[config.mk]
export PLATFORM = sky130hd
export DESIGN_NAME = mdu_hilo
export DESIGN_NICKNAME = d
export VERILOG_FILES = /design/src/rtl/mdu_hilo.sv
export SDC_FILE = /design/constraint.sdc
export NUM_CORES = 1
export LEC_CHECK = 0
export ABC_AREA = 1
export BUFFER_PORTS_ARGS = -buffer_cell sky130_fd_sc_hd__buf_2
export CAP_MARGIN = 30
export CELL_PAD_IN_SITES_DETAIL_PLACEMENT = 1
export CELL_PAD_IN_SITES_GLOBAL_PLACEMENT = 2
export CORE_MARGIN = 1
export CORE_UTILIZATION = 35
export CTS_CLUSTER_SIZE = 10
export DETAILED_ROUTE_END_ITERATION = 10
export PLACE_DENSITY_LB_ADDON = 0.1
export SYNTH_ARGS = -nofsm -noshare
export SYNTH_HDL_FRONTEND = slang
export SYNTH_SLANG_ARGS = --single-unit
[constraint.sdc]
create_clock -name clk -period 16.49 [get_ports clk]
set_clock_uncertainty 0.1 [all_clocks]
set_input_delay 0.8245 -clock clk [delete_from_list [all_inputs] [get_ports clk]]
set_output_delay 0.8245 -clock clk [all_outputs]
set_load 0.01 [all_outputs]
[src/rtl/mdu_hilo.sv]
// Iterative MIPS32 multiply/divide unit with HI/LO result registers and a start/busy/done handshake.
// Optional build macro MDU_FAST_MUL_EN: single-cycle multiply, divide stays iterative.
//
// state | meaning
// IDLE  | waiting for start; MTHI/MTLO writes accepted
// RUN   | one shift-add / restoring-divide step per clock
// FIN   | sign correction; hi/lo and done land at the closing edge
module mdu_hilo #(
    parameter int WIDTH = 32,
    parameter int CNT_W = 6
) (
    input  logic             clk,
    input  logic             reset,
    input  logic             start,
    input  logic [1:0]       op,
    input  logic [WIDTH-1:0] rs_data,
    input  logic [WIDTH-1:0] rt_data,
    input  logic             hi_we,
    input  logic             lo_we,
    input  logic [WIDTH-1:0] wr_data,
    output logic             busy,
    output logic             done,
    output logic [WIDTH-1:0] hi,
    output logic [WIDTH-1:0] lo
);

    typedef enum logic [1:0] {
        IDLE = 2'd0,
        RUN  = 2'd1,
        FIN  = 2'd2
    } state_t;

    localparam logic [CNT_W-1:0] CNT_LAST = CNT_W'(WIDTH - 1);

    state_t             state, state_next;
    logic               load, step, fin;

    logic               is_div_q;
    logic               sgn_a_q, sgn_b_q;
    logic [WIDTH-1:0]   opnd_q;
    logic [WIDTH-1:0]   rs_q;
    logic [2*WIDTH-1:0] acc_q;
    logic [CNT_W-1:0]   cnt_q;
    logic [WIDTH-1:0]   hi_q, lo_q;
    logic               done_q;

    logic               neg_rs, neg_rt;
    logic [WIDTH-1:0]   abs_rs, abs_rt;

    logic [WIDTH:0]     mul_sum;
    logic [2*WIDTH-1:0] mul_step;
    logic [WIDTH:0]     rem_sh;
    logic [WIDTH:0]     diff;
    logic [2*WIDTH-1:0] div_step;

    logic [2*WIDTH-1:0] prod_fix;
    logic [WIDTH-1:0]   quo_fix, rem_fix;
    logic [WIDTH-1:0]   res_hi, res_lo;

`ifdef MDU_FAST_MUL_EN
    logic [2*WIDTH-1:0] fast_prod;
    assign fast_prod = {{WIDTH{1'b0}}, abs_rs} * {{WIDTH{1'b0}}, abs_rt};
`endif

    // Operand magnitudes; the most negative value maps onto itself, which the unsigned core handles.
    assign neg_rs = ~op[0] & rs_data[WIDTH-1];
    assign neg_rt = ~op[0] & rt_data[WIDTH-1];
    assign abs_rs = neg_rs ? -rs_data : rs_data;
    assign abs_rt = neg_rt ? -rt_data : rt_data;

    assign mul_sum  = {1'b0, acc_q[2*WIDTH-1:WIDTH]} + (acc_q[0] ? {1'b0, opnd_q} : '0);
    assign mul_step = {mul_sum, acc_q[WIDTH-1:1]};

    // Borrow out of the trial subtraction selects restore versus keep.
    assign rem_sh   = acc_q[2*WIDTH-1:WIDTH-1];
    assign diff     = rem_sh - {1'b0, opnd_q};
    assign div_step = diff[WIDTH] ? {rem_sh[WIDTH-1:0], acc_q[WIDTH-2:0], 1'b0}
                                  : {diff[WIDTH-1:0],   acc_q[WIDTH-2:0], 1'b1};

    assign prod_fix = (sgn_a_q ^ sgn_b_q) ? -acc_q : acc_q;
    assign quo_fix  = (sgn_a_q ^ sgn_b_q) ? -acc_q[WIDTH-1:0] : acc_q[WIDTH-1:0];
    assign rem_fix  = sgn_a_q ? -acc_q[2*WIDTH-1:WIDTH] : acc_q[2*WIDTH-1:WIDTH];

    always_comb begin
        res_hi = prod_fix[2*WIDTH-1:WIDTH];
        res_lo = prod_fix[WIDTH-1:0];
        if (is_div_q) begin
            if (opnd_q == '0) begin
                res_hi = rs_q;
                res_lo = '1;
            end else begin
                res_hi = rem_fix;
                res_lo = quo_fix;
            end
        end
    end

    always_ff @(posedge clk or posedge reset) begin
        if (reset) state <= IDLE;
        else       state <= state_next;
    end

    always_comb begin
        state_next = state;
        load       = 1'b0;
        step       = 1'b0;
        fin        = 1'b0;
        case (state)
            IDLE: begin
                if (start) begin
                    load = 1'b1;
`ifdef MDU_FAST_MUL_EN
                    state_next = op[1] ? RUN : FIN;
`else
                    state_next = RUN;
`endif
                end
            end
            RUN: begin
                step = 1'b1;
                if (cnt_q == CNT_LAST) state_next = FIN;
            end
            FIN: begin
                fin        = 1'b1;
                state_next = IDLE;
            end
            default: state_next = IDLE;
        endcase
    end

    always_ff @(posedge clk or posedge reset) begin
        if (reset) begin
            is_div_q <= 1'b0;
            sgn_a_q  <= 1'b0;
            sgn_b_q  <= 1'b0;
            opnd_q   <= '0;
            rs_q     <= '0;
            acc_q    <= '0;
            cnt_q    <= '0;
        end else if (load) begin
            is_div_q <= op[1];
            sgn_a_q  <= neg_rs;
            sgn_b_q  <= neg_rt;
            rs_q     <= rs_data;
            cnt_q    <= '0;
            if (op[1]) begin
                opnd_q <= abs_rt;
                acc_q  <= {{WIDTH{1'b0}}, abs_rs};
            end else begin
                opnd_q <= abs_rs;
`ifdef MDU_FAST_MUL_EN
                acc_q  <= fast_prod;
`else
                acc_q  <= {{WIDTH{1'b0}}, abs_rt};
`endif
            end
        end else if (step) begin
            acc_q <= is_div_q ? div_step : mul_step;
            cnt_q <= cnt_q + CNT_W'(1);
        end
    end

    // Result write has priority; MTHI/MTLO only land while no operation is in flight.
    always_ff @(posedge clk or posedge reset) begin
        if (reset) begin
            hi_q   <= '0;
            lo_q   <= '0;
            done_q <= 1'b0;
        end else begin
            done_q <= fin;
            if (fin) begin
                hi_q <= res_hi;
                lo_q <= res_lo;
            end else if (state == IDLE) begin
                if (hi_we) hi_q <= wr_data;
                if (lo_we) lo_q <= wr_data;
            end
        end
    end

    assign busy = (state != IDLE);
    assign done = done_q;
    assign hi   = hi_q;
    assign lo   = lo_q;

endmodule
# After elaboration in Yosys (flattened, before gate mapping)

Index checks and enable logic that the tools add are counted.

Memories: 0
Memory bits (writable): 0
Bits in read-only memories: 0
Register bits after elaboration: 204
Logic and storage cells: 69
Latch bits: 0
Input bits: 103

Add/subtract/negate cells: 8
$lt $le $gt $ge: 0
Equal/unequal tests: 5
Reductions and logical operators: 10
Bitwise operators: 4
Shift operators: 0
Multiplexer cells: 31
Multiply operators: 0
Divide/modulo/power cells: 0

Operator list:

| cell                                                                   | count |
|---|---|
| 32-bit two-way mux                                                     | 17 |
| 64-bit two-way mux                                                     | 5 |
| 32-bit negation                                                        | 4 |
| 64-bit negation                                                        | 1 |
| 32-bit by 32-bit adder with 33-bit output                              | 1 |
| 33-bit by 32-bit subtractor with 33-bit output                         | 1 |
| 32-bit logical NOT                                                     | 1 |
| 6-bit two-way mux                                                      | 2 |
| 2-bit nonzero test                                                     | 5 |
| 6-bit by 1-bit adder with 6-bit output (second input constant)         | 1 |
| 6-bit by 5-bit equality test with 1-bit output (second input constant) | 1 |
| 2-bit AND reduction                                                    | 3 |
| 1-bit two-way mux                                                      | 4 |
| 2-bit two-way mux                                                      | 2 |
| 2-bit inequality test (second input constant)                          | 2 |
| 2-bit case mux with 2 select lines                                     | 1 |
| 1-bit bitwise AND                                                      | 2 |
| 2-bit by 1-bit equality test with 1-bit output (second input constant) | 1 |
| 2-bit equality test (second input constant)                            | 1 |
| 2-bit logical NOT                                                      | 1 |
| 1-bit NOT                                                              | 1 |
| 1-bit bitwise XOR                                                      | 1 |

# Depth between registers and ports, before layout

Depth after elaboration: 5
Depth in mapped cells: 20
Mapped depth without buffers: 18

# Worst setup path before layout

No wires, ideal clock.

Path type: reg2reg
From: register acc_q[0]
To: register acc_q[53]
Path buffers: 2
Stages on the path, launching flop included: 20
Required time: 16.274 ns
Path slack: 13.927 ns
Data arrival time: 2.347 ns
Path through: dfrtp_1 -> buf_6 -> clkbuf_1 -> nand2_1 -> inv_1 -> ha_1 -> inv_1 -> fa_1 -> o21ai_1 -> nand2_1 -> nand2_1 -> nand2_1 -> nand2_1 -> nand2_1 -> nand3_1 -> nand3_1 -> nand2_1 -> inv_1 -> nand2_1 -> nand2_1

Longest elaborated chain between the ends: 5

RTL lines:

| element                                   | line | source |
|---|---|---|
| start, declared                           | 42   | `logic [2*WIDTH-1:0] acc_q;` |
| start signal, assigned                    | 148  | `acc_q <= {{WIDTH{1'b0}}, abs_rs};` |
| start signal, assigned                    | 154  | `acc_q <= {{WIDTH{1'b0}}, abs_rt};` |
| start signal, assigned                    | 158  | `acc_q <= is_div_q ? div_step : mul_step;` |
| 32-bit two-way mux                        | 71   | `assign mul_sum = {1'b0, acc_q[2*WIDTH-1:WIDTH]} + (acc_q[0] ? {1'b0, opnd_q} : '0);` |
| 32-bit by 32-bit adder with 33-bit output | 71   |  |
| 64-bit two-way mux                        | 158  |  |
| 64-bit two-way mux                        | 157  | `end else if (step) begin` |
| 64-bit two-way mux                        | 140  | `end else if (load) begin` |

No other way between the ends. The select of a mux whose other input is x is not followed.
A chain may end at the register's enable or synchronous reset.

# Final worst setup path

Same ends and word-level chain as after synthesis.

==> run_results.csv <==
group,metric,value,unit
synthesis,postSynthCellCount,3353,
clock_network,ctsHoldBuffers,0,
grt,top_usage_layer,"met2",
synthesis,syn_area,19890,um^2
grt,grt_overflow,0,
critical_path,worst-endpoint-arrival,3.66,ns
route,routed-via-count,23430,
grt,antenna_found_initial,1,
synthesis,yosys.area.top_type,"dfrtp_1",
critical_path,ff2ff_path_depth,18,
timing,slew-limit-headroom,33.93,%
clock_network,htree_levels,1,
critical_path,critPathKind,"register to register",
synthesis,yosys_warnings,0,
floorplanning,fp-row-count,87,
critical_path,end_kind,"register",
timing,setup_violations,0,
clock_network,cts_buffers,26,
grt,grt_pass1_vias,23070,
clock_network,cts_tree,"yes",
timing,finalCritPeriodShare,20.14,%
route,wl_per_cell,23.84,um
timing,rsz0062_at_grt,"no",
power,p_per_area,253.5,nW/um^2
timing,worst_pin_slew,0.9895,ns
power,p_leak,11.46,nW
floorplanning,start_util,35.34,%
grt,met1_usage,51.95,%
synthesis,syn-num-nets,3527,
timing,max_freq,301.1,MHz
synthesis,synth-edff-count,0,
placed_design,place_congestion,0.9599,
layout,final_util,39.44,%
grt,grt_pass1_wl,149000,um
layout,stdcell_area,22190,um^2
synthesis,async_flop_share,100.0,%
critical_path,r2r_end,"acc_q[53]",
synthesis,yosysMostFrequentCell,"nand2_1",
floorplanning,core,56280,um^2
floorplanning,die_area,57780,um^2
synthesis,synthTopCellsByArea,"dfrtp_1, nand2_1, inv_1",
placed_design,dp_hpwl,82810,um
critical_path,worstSetupStartpointType,"register",
floorplanning,die_x,240.4,um
timing,fin_crit,3.321,ns
critical_path,critPathLaunch,"acc_q[0]",
timing,fin_tns_setup,0,ns
grt,gr-usage-met2,52.77,%
synthesis,synth_seq_cells,204,
clock_network,postCtsResizedCells,0,
timing,hold_viol_final,0,
route,wirelength,100800,um
layout,area_growth,11.59,%
placed_design,numPortBuffers,168,
grt,grt_use_met3,2.698,%
critical_path,r2r_start,"acc_q[0]",
critical_path,reg2reg_slack,13.17,ns
clock_network,insertion_delay,0.56,ns
synthesis,ys_seq_area_share,25.67,%
timing,drv_slew,0,
route,drt_iter0_markers,2092,
synthesis,yosysUniqueCellTypes,50,
route,drt_pass1_iterations,5,
route,drtAntennaViolNets,0,
grt,grt_util_all_layers,34.73,%
synthesis,yosysTopAreaCellShare,25.67,%
clock_network,cts_sinks,204,
layout,layout-drive-gt1-share,9.245,%
clock_network,post_cts_buffers,0,
clock_network,root_buffer,"clkbuf_16",
synthesis,synthFlopType,"dfrtp_1",
status,status,"finished, final reports clean",
critical_path,critPathMaxFanout,34,
layout,fillerInstances,7759,
clock_network,clock_path_buffers,3,
worst_hold_path,min_path_type,"input port to asynchronous set/reset pin",
route,vias_per_cell,5.540,
critical_path,required,16.83,ns
grt,grt_max_degree,97,
layout,final_nets,3636,
power,p_total,0.005625,W
route,drc,0,
synthesis,syn_avg_cell_area,5.932,um^2
power,peakVddDrop,0.08951,mV
floorplanning,ios,169,
clock_network,clk_pin_slew,0.06,ns
job,drv_cap,0,
placed_design,place_area,21410,um^2
synthesis,ys_top_cells_by_count,"nand2_1, inv_1, nor2_1, nand3_1, dfrtp_1",
floorplanning,fp.dieH,240.4,um
==> registers in the layout (all words and copies together), names as in the netlist <==
signal,flops
rs_q,32
acc_q,64
done,1
is_div_q,1
state,2
sgn_b_q,1
opnd_q,32
hi,32
cnt_q,6
sgn_a_q,1
lo,32
==> worst max path at each step <==
stage | end | slack (ns) | cells after the start
6_report | acc_q[53] | 13.17 | 18
5_1_grt | acc_q[53] | 12.95 | 18
4_1_cts | acc_q[53] | 13.18 | 18
3_5_place_dp | opnd_q[4] | 13.05 | 9
3_3_place_gp | opnd_q[4] | 13.08 | 9
2_1_floorplan | acc_q[0] | 10.0 | 1
==> metrics by stage <==
step	instances	hold WS (ns)	worst slack [ns]
after global placement	4189	0.3675	13.08
after detailed placement	4190	0.3777	13.05
after global routing	4229	0.2988	12.95
final	4229	0.2241	13.17
after CTS	4228	0.2818	13.18
after floorplan	3353	0.3422	9.998
==> power by group <==
group	leakage [nW]	internal [W]	switching, W
sequential	2.41	0.000758	0.000448
clock	0.375	0.000318	0.000234
combinational	8.67	0.00120	0.00267
==> logic make-up (layout without fill, tap and decap cells) <==
kind of cell,after synthesis,after routing,share of synthesized area (%)
other cells,0,1,0
fa+ha+maj,71,71,4.542
simple gates,1924,1924,40.34
compound gates,477,477,13.90
xor+xnor,89,89,3.919
buf+inv,588,707,11.63
flops,204,204,25.67
==> metal layers <==
metal	share of wire, %	wire, um
met2	43	43420
met5	0	0
met3	5.8	5856
met4	3.1	3093
met1	48	48470
==> worst max-delay path, stage by stage (launching register included) <==
cell and delay, ns:
dfrtp_1 0.32, buf_4 0.36, nand2_1 0.10, inv_1 0.07, ha_1 0.21, inv_1 0.09, fa_1 0.44, o21ai_1 0.39
nand2_1 0.10, nand2_1 0.13, nand2_1 0.08, nand2_1 0.17, nand2_1 0.10, nand3_1 0.08, nand3_1 0.11, nand2_1 0.11
inv_1 0.08, nand2_1 0.07, nand2_1 0.05
==> cell usage in the layout (no fill, tap or decap), types with 5 or more instances in the layout <==
cell,count
nand4_1,39
a221oi_1,30
nor3_1,26
o21bai_1,15
clkbuf_16,26
o21ai_0,160
nor2_4,9
ha_1,69
nand2_2,22
nand3_1,310
xnor2_1,16
buf_4,26
a21oi_1,176
xor2_1,73
inv_2,14
o221ai_1,10
buf_2,168
a22oi_1,8
o21ai_1,16
dfrtp_1,204
or2_2,11
inv_1,458
nand3b_1,12
nand2_1,1081
nor2_1,382
o22ai_1,5
a21oi_2,5
o211ai_1,29
nor2_2,15
==> cell type report <==
cell class	instances	area, um^2	share of cell area [%]
Timing Repair Buffer	195	1064	4.792
Inverter	474	1787	8.050
Multi-Input combinational cell	2561	12510	56.36
Clock inverter	4	61.31	0.2762
Antenna cell	1	2.502	0.01128
Sequential cell	204	5105	23.00
Clock buffer	34	720.7	3.247
Tap cell	756	945.9	4.262
Power figures use the tool's default switching activity.
